<file path="src/rtl/rgmii_tx_framer_if.sv">
`default_nettype none
// +----------------------------------------------------------------------------+
// | rgmii_tx_framer_if : byte-stream handshake feeding the RGMII TX framer     |
// | Rev 1.0                                                                    |
// +----------------------------------------------------------------------------+
interface rgmii_tx_framer_if;
  logic [7:0] DATA_IN;
  logic       VALID;
  logic       LAST;
  logic       READY;

  modport master (output DATA_IN, output VALID, output LAST, input READY);
  modport slave  (input DATA_IN, input VALID, input LAST, output READY);
endinterface
`default_nettype wire

</file>
<file path="src/rtl/rgmii_tx_framer.sv">
`default_nettype none
// +----------------------------------------------------------------------------+
// | rgmii_tx_framer : byte stream to RGMII DDR nibbles with preamble/IFG      |
// | Optional: RGMII_TX_PREAMBLE_EN inserts 7x0x55 + 0xD5 before the payload.  |
// | Rev 1.0                                                                    |
// +----------------------------------------------------------------------------+
module rgmii_tx_framer (
  input  logic             TXC,
  input  logic             RST,
  input  logic [1:0]       SPEED,
  rgmii_tx_framer_if.slave s_bus,
  output logic [3:0]       TXD_H,
  output logic [3:0]       TXD_L,
  output logic             CTL_H,
  output logic             CTL_L,
  output logic             UNDERRUN,
  output logic             BUSY
);

`ifdef RGMII_TX_PREAMBLE_EN
  typedef enum logic [1:0] {
    S_IDLE     = 2'd0,
    S_PREAMBLE = 2'd1,
    S_PAYLOAD  = 2'd2,
    S_IFG      = 2'd3
  } state_t;

  localparam logic [7:0] c_PRE_BYTE = 8'h55;
  localparam logic [7:0] c_SFD_BYTE = 8'hD5;
  localparam logic [2:0] c_PRE_LAST = 3'd7;
`else
  typedef enum logic [1:0] {
    S_IDLE     = 2'd0,
    S_PAYLOAD  = 2'd2,
    S_IFG      = 2'd3
  } state_t;
`endif

  localparam logic [3:0] c_IFG_LAST = 4'd11;

  state_t     r_state;
  logic       r_gig;
  logic       r_phase;
  logic       r_err;
  logic       r_last;
  logic [7:0] r_byte;
  logic [3:0] r_ifg_cnt;
`ifdef RGMII_TX_PREAMBLE_EN
  logic [2:0] r_pre_cnt;
  logic [7:0] w_pre_byte;
  assign w_pre_byte = (r_pre_cnt == c_PRE_LAST) ? c_SFD_BYTE : c_PRE_BYTE;
`endif

  logic w_slot_start;
  logic w_slot_end;
  logic w_speed_unused;

  // A byte slot is one cycle at gigabit, two (phase 0 then 1) in nibble mode.
  assign w_slot_start   = r_gig | ~r_phase;
  assign w_slot_end     = r_gig | r_phase;
  assign w_speed_unused = SPEED[0];

  assign s_bus.READY = (r_state == S_PAYLOAD) && w_slot_start;
  assign BUSY        = (r_state != S_IDLE);

  // Returns {TXD_L, TXD_H} for one cycle of a byte slot.
  function automatic logic [7:0] lanes(input logic [7:0] b, input logic gig, input logic ph);
    if (gig)     lanes = b;
    else if (ph) lanes = {b[7:4], b[7:4]};
    else         lanes = {b[3:0], b[3:0]};
  endfunction

  always_ff @(posedge TXC or posedge RST) begin
    if (RST) begin
      r_state   <= S_IDLE;
      r_gig     <= 1'b0;
      r_phase   <= 1'b0;
      r_err     <= 1'b0;
      r_last    <= 1'b0;
      r_byte    <= 8'h00;
      r_ifg_cnt <= 4'd0;
`ifdef RGMII_TX_PREAMBLE_EN
      r_pre_cnt <= 3'd0;
`endif
      TXD_H     <= 4'h0;
      TXD_L     <= 4'h0;
      CTL_H     <= 1'b0;
      CTL_L     <= 1'b0;
      UNDERRUN  <= 1'b0;
    end else begin
      TXD_H    <= 4'h0;
      TXD_L    <= 4'h0;
      CTL_H    <= 1'b0;
      CTL_L    <= 1'b0;
      UNDERRUN <= 1'b0;
      case (r_state)
        S_IDLE: begin
          r_phase <= 1'b0;
          if (s_bus.VALID) begin
            r_gig <= SPEED[1];
`ifdef RGMII_TX_PREAMBLE_EN
            r_pre_cnt <= 3'd0;
            r_state   <= S_PREAMBLE;
`else
            r_state   <= S_PAYLOAD;
`endif
          end
        end
`ifdef RGMII_TX_PREAMBLE_EN
        S_PREAMBLE: begin
          {TXD_L, TXD_H} <= lanes(w_pre_byte, r_gig, r_phase);
          CTL_H   <= 1'b1;
          CTL_L   <= 1'b1;
          r_phase <= ~r_gig & ~r_phase;
          if (w_slot_end) begin
            if (r_pre_cnt == c_PRE_LAST) begin
              r_pre_cnt <= 3'd0;
              r_state   <= S_PAYLOAD;
            end else begin
              r_pre_cnt <= r_pre_cnt + 3'd1;
            end
          end
        end
`endif
        S_PAYLOAD: begin
          CTL_H   <= 1'b1;
          r_phase <= ~r_gig & ~r_phase;
          if (w_slot_start) begin
            r_err  <= ~s_bus.VALID;
            r_last <= s_bus.VALID & s_bus.LAST;
            if (s_bus.VALID) begin
              r_byte         <= s_bus.DATA_IN;
              {TXD_L, TXD_H} <= lanes(s_bus.DATA_IN, r_gig, 1'b0);
              CTL_L          <= 1'b1;
            end else begin
              // Starved slot: TX_EN=1 with TX_ER=1 and zero data.
              UNDERRUN <= 1'b1;
            end
            if (r_gig && s_bus.VALID && s_bus.LAST) begin
              r_ifg_cnt <= 4'd0;
              r_state   <= S_IFG;
            end
          end else begin
            if (!r_err) begin
              {TXD_L, TXD_H} <= lanes(r_byte, 1'b0, 1'b1);
              CTL_L          <= 1'b1;
            end
            if (r_last) begin
              r_ifg_cnt <= 4'd0;
              r_state   <= S_IFG;
            end
          end
        end
        S_IFG: begin
          r_phase <= ~r_gig & ~r_phase;
          if (w_slot_end) begin
            if (r_ifg_cnt == c_IFG_LAST) begin
              r_ifg_cnt <= 4'd0;
              r_state   <= S_IDLE;
            end else begin
              r_ifg_cnt <= r_ifg_cnt + 4'd1;
            end
          end
        end
        default: r_state <= S_IDLE;
      endcase
    end
  end

endmodule
`default_nettype wire

</file>
<file path="src/flat_wrapper.sv">
// flat-port wrapper written by rule: the top's interface ports become plain ports
module rgmii_tx_framer_flat 
  (TXC, RST, SPEED, TXD_H, TXD_L, CTL_H, CTL_L, UNDERRUN, BUSY, s_bus_DATA_IN, s_bus_VALID, s_bus_LAST, s_bus_READY);
  rgmii_tx_framer_if s_bus_i ();
  input  logic TXC;
  input  logic RST;
  input  logic [1:0] SPEED;
  output logic [3:0] TXD_H;
  output logic [3:0] TXD_L;
  output logic CTL_H;
  output logic CTL_L;
  output logic UNDERRUN;
  output logic BUSY;
  input wire logic [$bits(s_bus_i.DATA_IN)-1:0] s_bus_DATA_IN;
  input wire logic [$bits(s_bus_i.VALID)-1:0] s_bus_VALID;
  input wire logic [$bits(s_bus_i.LAST)-1:0] s_bus_LAST;
  output wire logic [$bits(s_bus_i.READY)-1:0] s_bus_READY;
  assign s_bus_i.DATA_IN = s_bus_DATA_IN;
  assign s_bus_i.VALID = s_bus_VALID;
  assign s_bus_i.LAST = s_bus_LAST;
  assign s_bus_READY = s_bus_i.READY;
  rgmii_tx_framer u_core (.TXC(TXC), .RST(RST), .SPEED(SPEED), .s_bus(s_bus_i), .TXD_H(TXD_H), .TXD_L(TXD_L), .CTL_H(CTL_H), .CTL_L(CTL_L), .UNDERRUN(UNDERRUN), .BUSY(BUSY));
endmodule
</file>
<file path="config.mk">
export PLATFORM = sky130hd
export DESIGN_NAME = rgmii_tx_framer_flat
export DESIGN_NICKNAME = d
export VERILOG_FILES = /design/src/rtl/rgmii_tx_framer_if.sv /design/src/rtl/rgmii_tx_framer.sv /design/src/flat_wrapper.sv
export SDC_FILE = /design/constraint.sdc
export NUM_CORES = 1
export LEC_CHECK = 0
export BUFFER_PORTS_ARGS = -buffer_cell sky130_fd_sc_hd__buf_4
export CAP_MARGIN = 20
export CORE_MARGIN = 4
export CORE_UTILIZATION = 56
export CTS_CLUSTER_DIAMETER = 100
export DETAILED_ROUTE_END_ITERATION = 16
export GPL_ROUTABILITY_DRIVEN = 0
export PLACE_DENSITY = 0.81
export RECOVER_POWER = 50
export REMOVE_ABC_BUFFERS = 1
export SYNTH_ARGS = -nofsm -noshare
export SYNTH_HDL_FRONTEND = slang
export SYNTH_SLANG_ARGS = --single-unit
</file>
<file path="constraint.sdc">
create_clock -name TXC -period 2.6 [get_ports TXC]
set_input_delay 0.52 -clock TXC [delete_from_list [all_inputs] [get_ports TXC]]
set_output_delay 0.52 -clock TXC [all_outputs]
set_load 0.01 [all_outputs]
</file>
==> key figures <==
CTS
  – CTS Hold Bufs: 0
  – Post-CTS Setup Inserts: 0
  – Root Buffer: clkbuf_4
  – CTS sink cnt: 25
  – Clk pin slew, worst setup/hold paths: 130 ps
  – Cts bufs inserted: 3
  – Clock Latency Late Sink: 310 ps
  – CTS Buffer Depth: 2
  – Post_cts resized: 0
  – TritonCTS clock tree: built
  – CTS H-tree lvls: 1

Synthesis
  – Synthesized area: 0.00123 mm²
  – Library cells used by synthesis: 38
  – Average size of a mapped cell: 11.5 µm²
  – Mapped Cells: 107
  – Yosys reg bits: 25
  – Ys Warns: 0
  – Sequential-to-total area share from yosys stat: between 50% and 60%

Timing
  – Highest Clock Rate: 465 MHz
  – Crit share post-route: 82.7%
  – Hold Fails Final Rpt: 0
  – Min cycle time layout: between 2000 and 2500 ps
  – Fin Clk Skew: approximately 1.5 ps
  – # setup viols final: 0
  – Max Transition Viols Final: 0
  – Slew HR: 38.2%
  – RSZ-0062 raised after global routing: no
  – Worst-margin pin slew: 926 ps
  – Setup TNS: 0 ps

Outcome
  – Status: finished clean

Pwr
  – Part of the power in registers: about 45%
  – P per Cell Area: between 1000 and 1500 mW/mm²
  – Psw: 608 µW
  – P_leak: 0.686 nW
  – Internal power: 989 µW
  – Clock share of power: 10.8%
  – Combinational power share: 44.6%
  – Net Sw Frac: 38.1%
  – Peak supply drop: around 0.00060 V

Final layout
  – Fillers: around 160
  – FF/Latch Area: 626 µm²
  – Area occupied by multi-input gates: 537 µm²
  – Fraction of layout cells with a size suffix above 1: 33.8%
  – Fin util: ~70%
  – Final net count: 146
  – Ant diodes: 0
  – Area Overhead vs Synth: 15.4%

Setup path
  – Max stage delay on crit path: 620 ps
  – CP Capture Point: s_bus_READY
  – R2R Path End: u_core.r_ifg_cnt[0]$_DFFE_PP0P_
  – Worst path cell trace: nand2b_2 -> nand2_1 -> inv_1 -> buf_4
  – Setup crit start kind: register
  – Reg2reg setup slack: 980 ps
  – Crit. Startpoint: u_core.r_gig$_DFFE_PP0P_
  – CP required: ~2100 ps
  – Critical path peak fanout: 12
  – Worst Setup End Kind: output port
  – CP max stage cell: dfrtp_1
  – R2R depth: 3
  – WS Path Type: reg2out
  – FF-to-FF Start: u_core.r_gig$_DFFE_PP0P_
  – CP Data Arrival Time: 1630 ps

Min path
  – Hold WC Path Type: in2async

Detailed routing
  – Via count: around 880
  – DRT iter0 DRCs: 9
  – Post-Route WL: 2.43 mm
  – Antenna-violating nets left: 0
  – Wire length per cell: 15.5 µm
  – DRC violations left: 0
  – Vias per std cell: 5.57
  – Initial DRT Pass Iterations: 4

Floorplan
  – Die extent in y: 54.9 µm
  – Die W: 54.9 µm
  – Number of core rows: 16
  – I/O pin total: 27
  – Initial Utilization: 61.0%
  – Area of the die: between 0.003 and 0.004 mm²
  – CORE AREA: 0.00202 mm²

Run
  – Max Cap Viol: 0

Placed design
  – DPL Wire Length: between 1.5 and 2 mm
  – Number of buffers added on ports: 25

Global routing
  – Global-route wire length before repair: ~4.2 mm
  – Vias in the first global route: roughly 930
  – Grt total ovfl: 0
  – Largest net degree at the start of global routing: 26
  – Antenna violations before repair: 0
  – All-Layer GR Usage: 19.6%
[metrics by stage]
stage	worst slack [ps]	total power, mW	hold WS [ps]	instance area [µm²]	std cells
floorplan	1110	1.20	465	1180	101
global placement	810	1.40	477	1400	153
detailed placement	799	1.44	480	1400	153
CTS	428	1.61	422	1430	157
global route	306	1.73	421	1420	157
finish	450	1.60	397	1420	157
[cells in the final DEF, fill, tap and decap left out, types with 2 or more instances in the layout]
cell	Yosys	layout
clkbuf_4	0	4
clkbuf_1	0	2
o21ai_0	3	3
mux2_4	4	4
a21oi_1	8	8
nand3_1	10	10
nor2b_1	3	3
o21a_1	2	2
dfrtp_1	25	25
inv_1	2	2
nand2_1	11	11
mux2_2	5	5
buf_4	0	23
nor2_1	3	3
a21o_1	2	2
[final cells by class]
class	count	area share [%]
Inverter	3	1.14
Sequential cell	25	44.0
Timing Repair Buffer	25	12.9
Tap cell	27	2.37
Multi-Input combinational cell	73	37.7
Clock buffer	4	1.85
[metal layers]
layer	up-vias	global-route usage [%]	wire, µm
li1	424	-	-
met1	433	22.8	1040
met2	16	35.2	1280
met3	2	3.22	95
met4	0	8.50	13
met5	-	0	0
[worst min path at each step]
stage | to | depth (start not counted) | slack (ps)
floorplan | u_core.r_err$_DFFE_PP0P_ | 1 | 460
global placement | u_core.r_err$_DFFE_PP0P_ | 1 | 480
detailed placement | u_core.r_err$_DFFE_PP0P_ | 1 | 480
CTS | u_core.r_gig$_DFFE_PP0P_ | 2 | 420
global route | u_core.r_byte[5]$_DFFE_PP0P_ | 2 | 420
finish | u_core.TXD_H[0]$_DFF_PP0_ | 2 | 400
[sequential cells by signal (all words and copies together) (netlist names)]
name	cells
u_core.CTL_H	1
u_core.CTL_L	1
u_core.TXD_H	4
u_core.TXD_L	4
u_core.UNDERRUN	1
u_core.r_byte	4
u_core.r_err	1
u_core.r_gig	1
u_core.r_ifg_cnt	4
u_core.r_last	1
u_core.r_phase	1
u_core.r_state	2
[kinds of logic after synthesis]
family / count (synthesis) / synth area share [%]
AND/OR/NAND/NOR: 43 / 20.9
flip-flops: 25 / 50.8
AO/OA/AOI/OAI: 19 / 11.3
multiplexers: 10 / 10.4
buffers and inverters: 9 / 5.68
adder cells (fa/ha/maj): 1 / 1.02
[critical path: cells and delay by family, from the launching register on]
kind	cells	cell delay [ps]
buffers and inverters	2	210
flip-flops	1	620
AND/OR/NAND/NOR	2	480
[synthesized netlist by cell type (all sizes together)]
cell,instances,area share [%]
nor3b,1,0.61
and4,1,0.71
nor4,1,0.51
or2,2,1.2
and2,1,0.51
inv,2,0.61
nand2,11,3.4
a21oi,8,3.2
buf,6,4.4
nor2b,3,1.5
nand3b,1,0.61
and2b,1,0.61
nand2b,3,2.3
a221o,1,0.81
nor2,3,0.91
and3,2,1.4
clkinv,1,0.71
a21o,2,1.2
o21a,2,1.2
o41ai,1,0.71
o21ai,3,1.2
ha,1,1.0
nand3,11,5.5
dfrtp,25,51
nor3,1,0.41
o311ai,1,2.1
a211o,1,0.71
and3b,1,0.71
mux2,10,10
[power groups by stage]
stage	clock network (mW)	logic [mW]	registers [mW]
floorplan	0	0.506	0.695
global placement	0	0.702	0.702
detailed placement	0	0.726	0.713
CTS	0.177	0.726	0.710
global route	0.188	0.808	0.733
finish	0.173	0.712	0.712
Power figures use the tool's default switching activity.
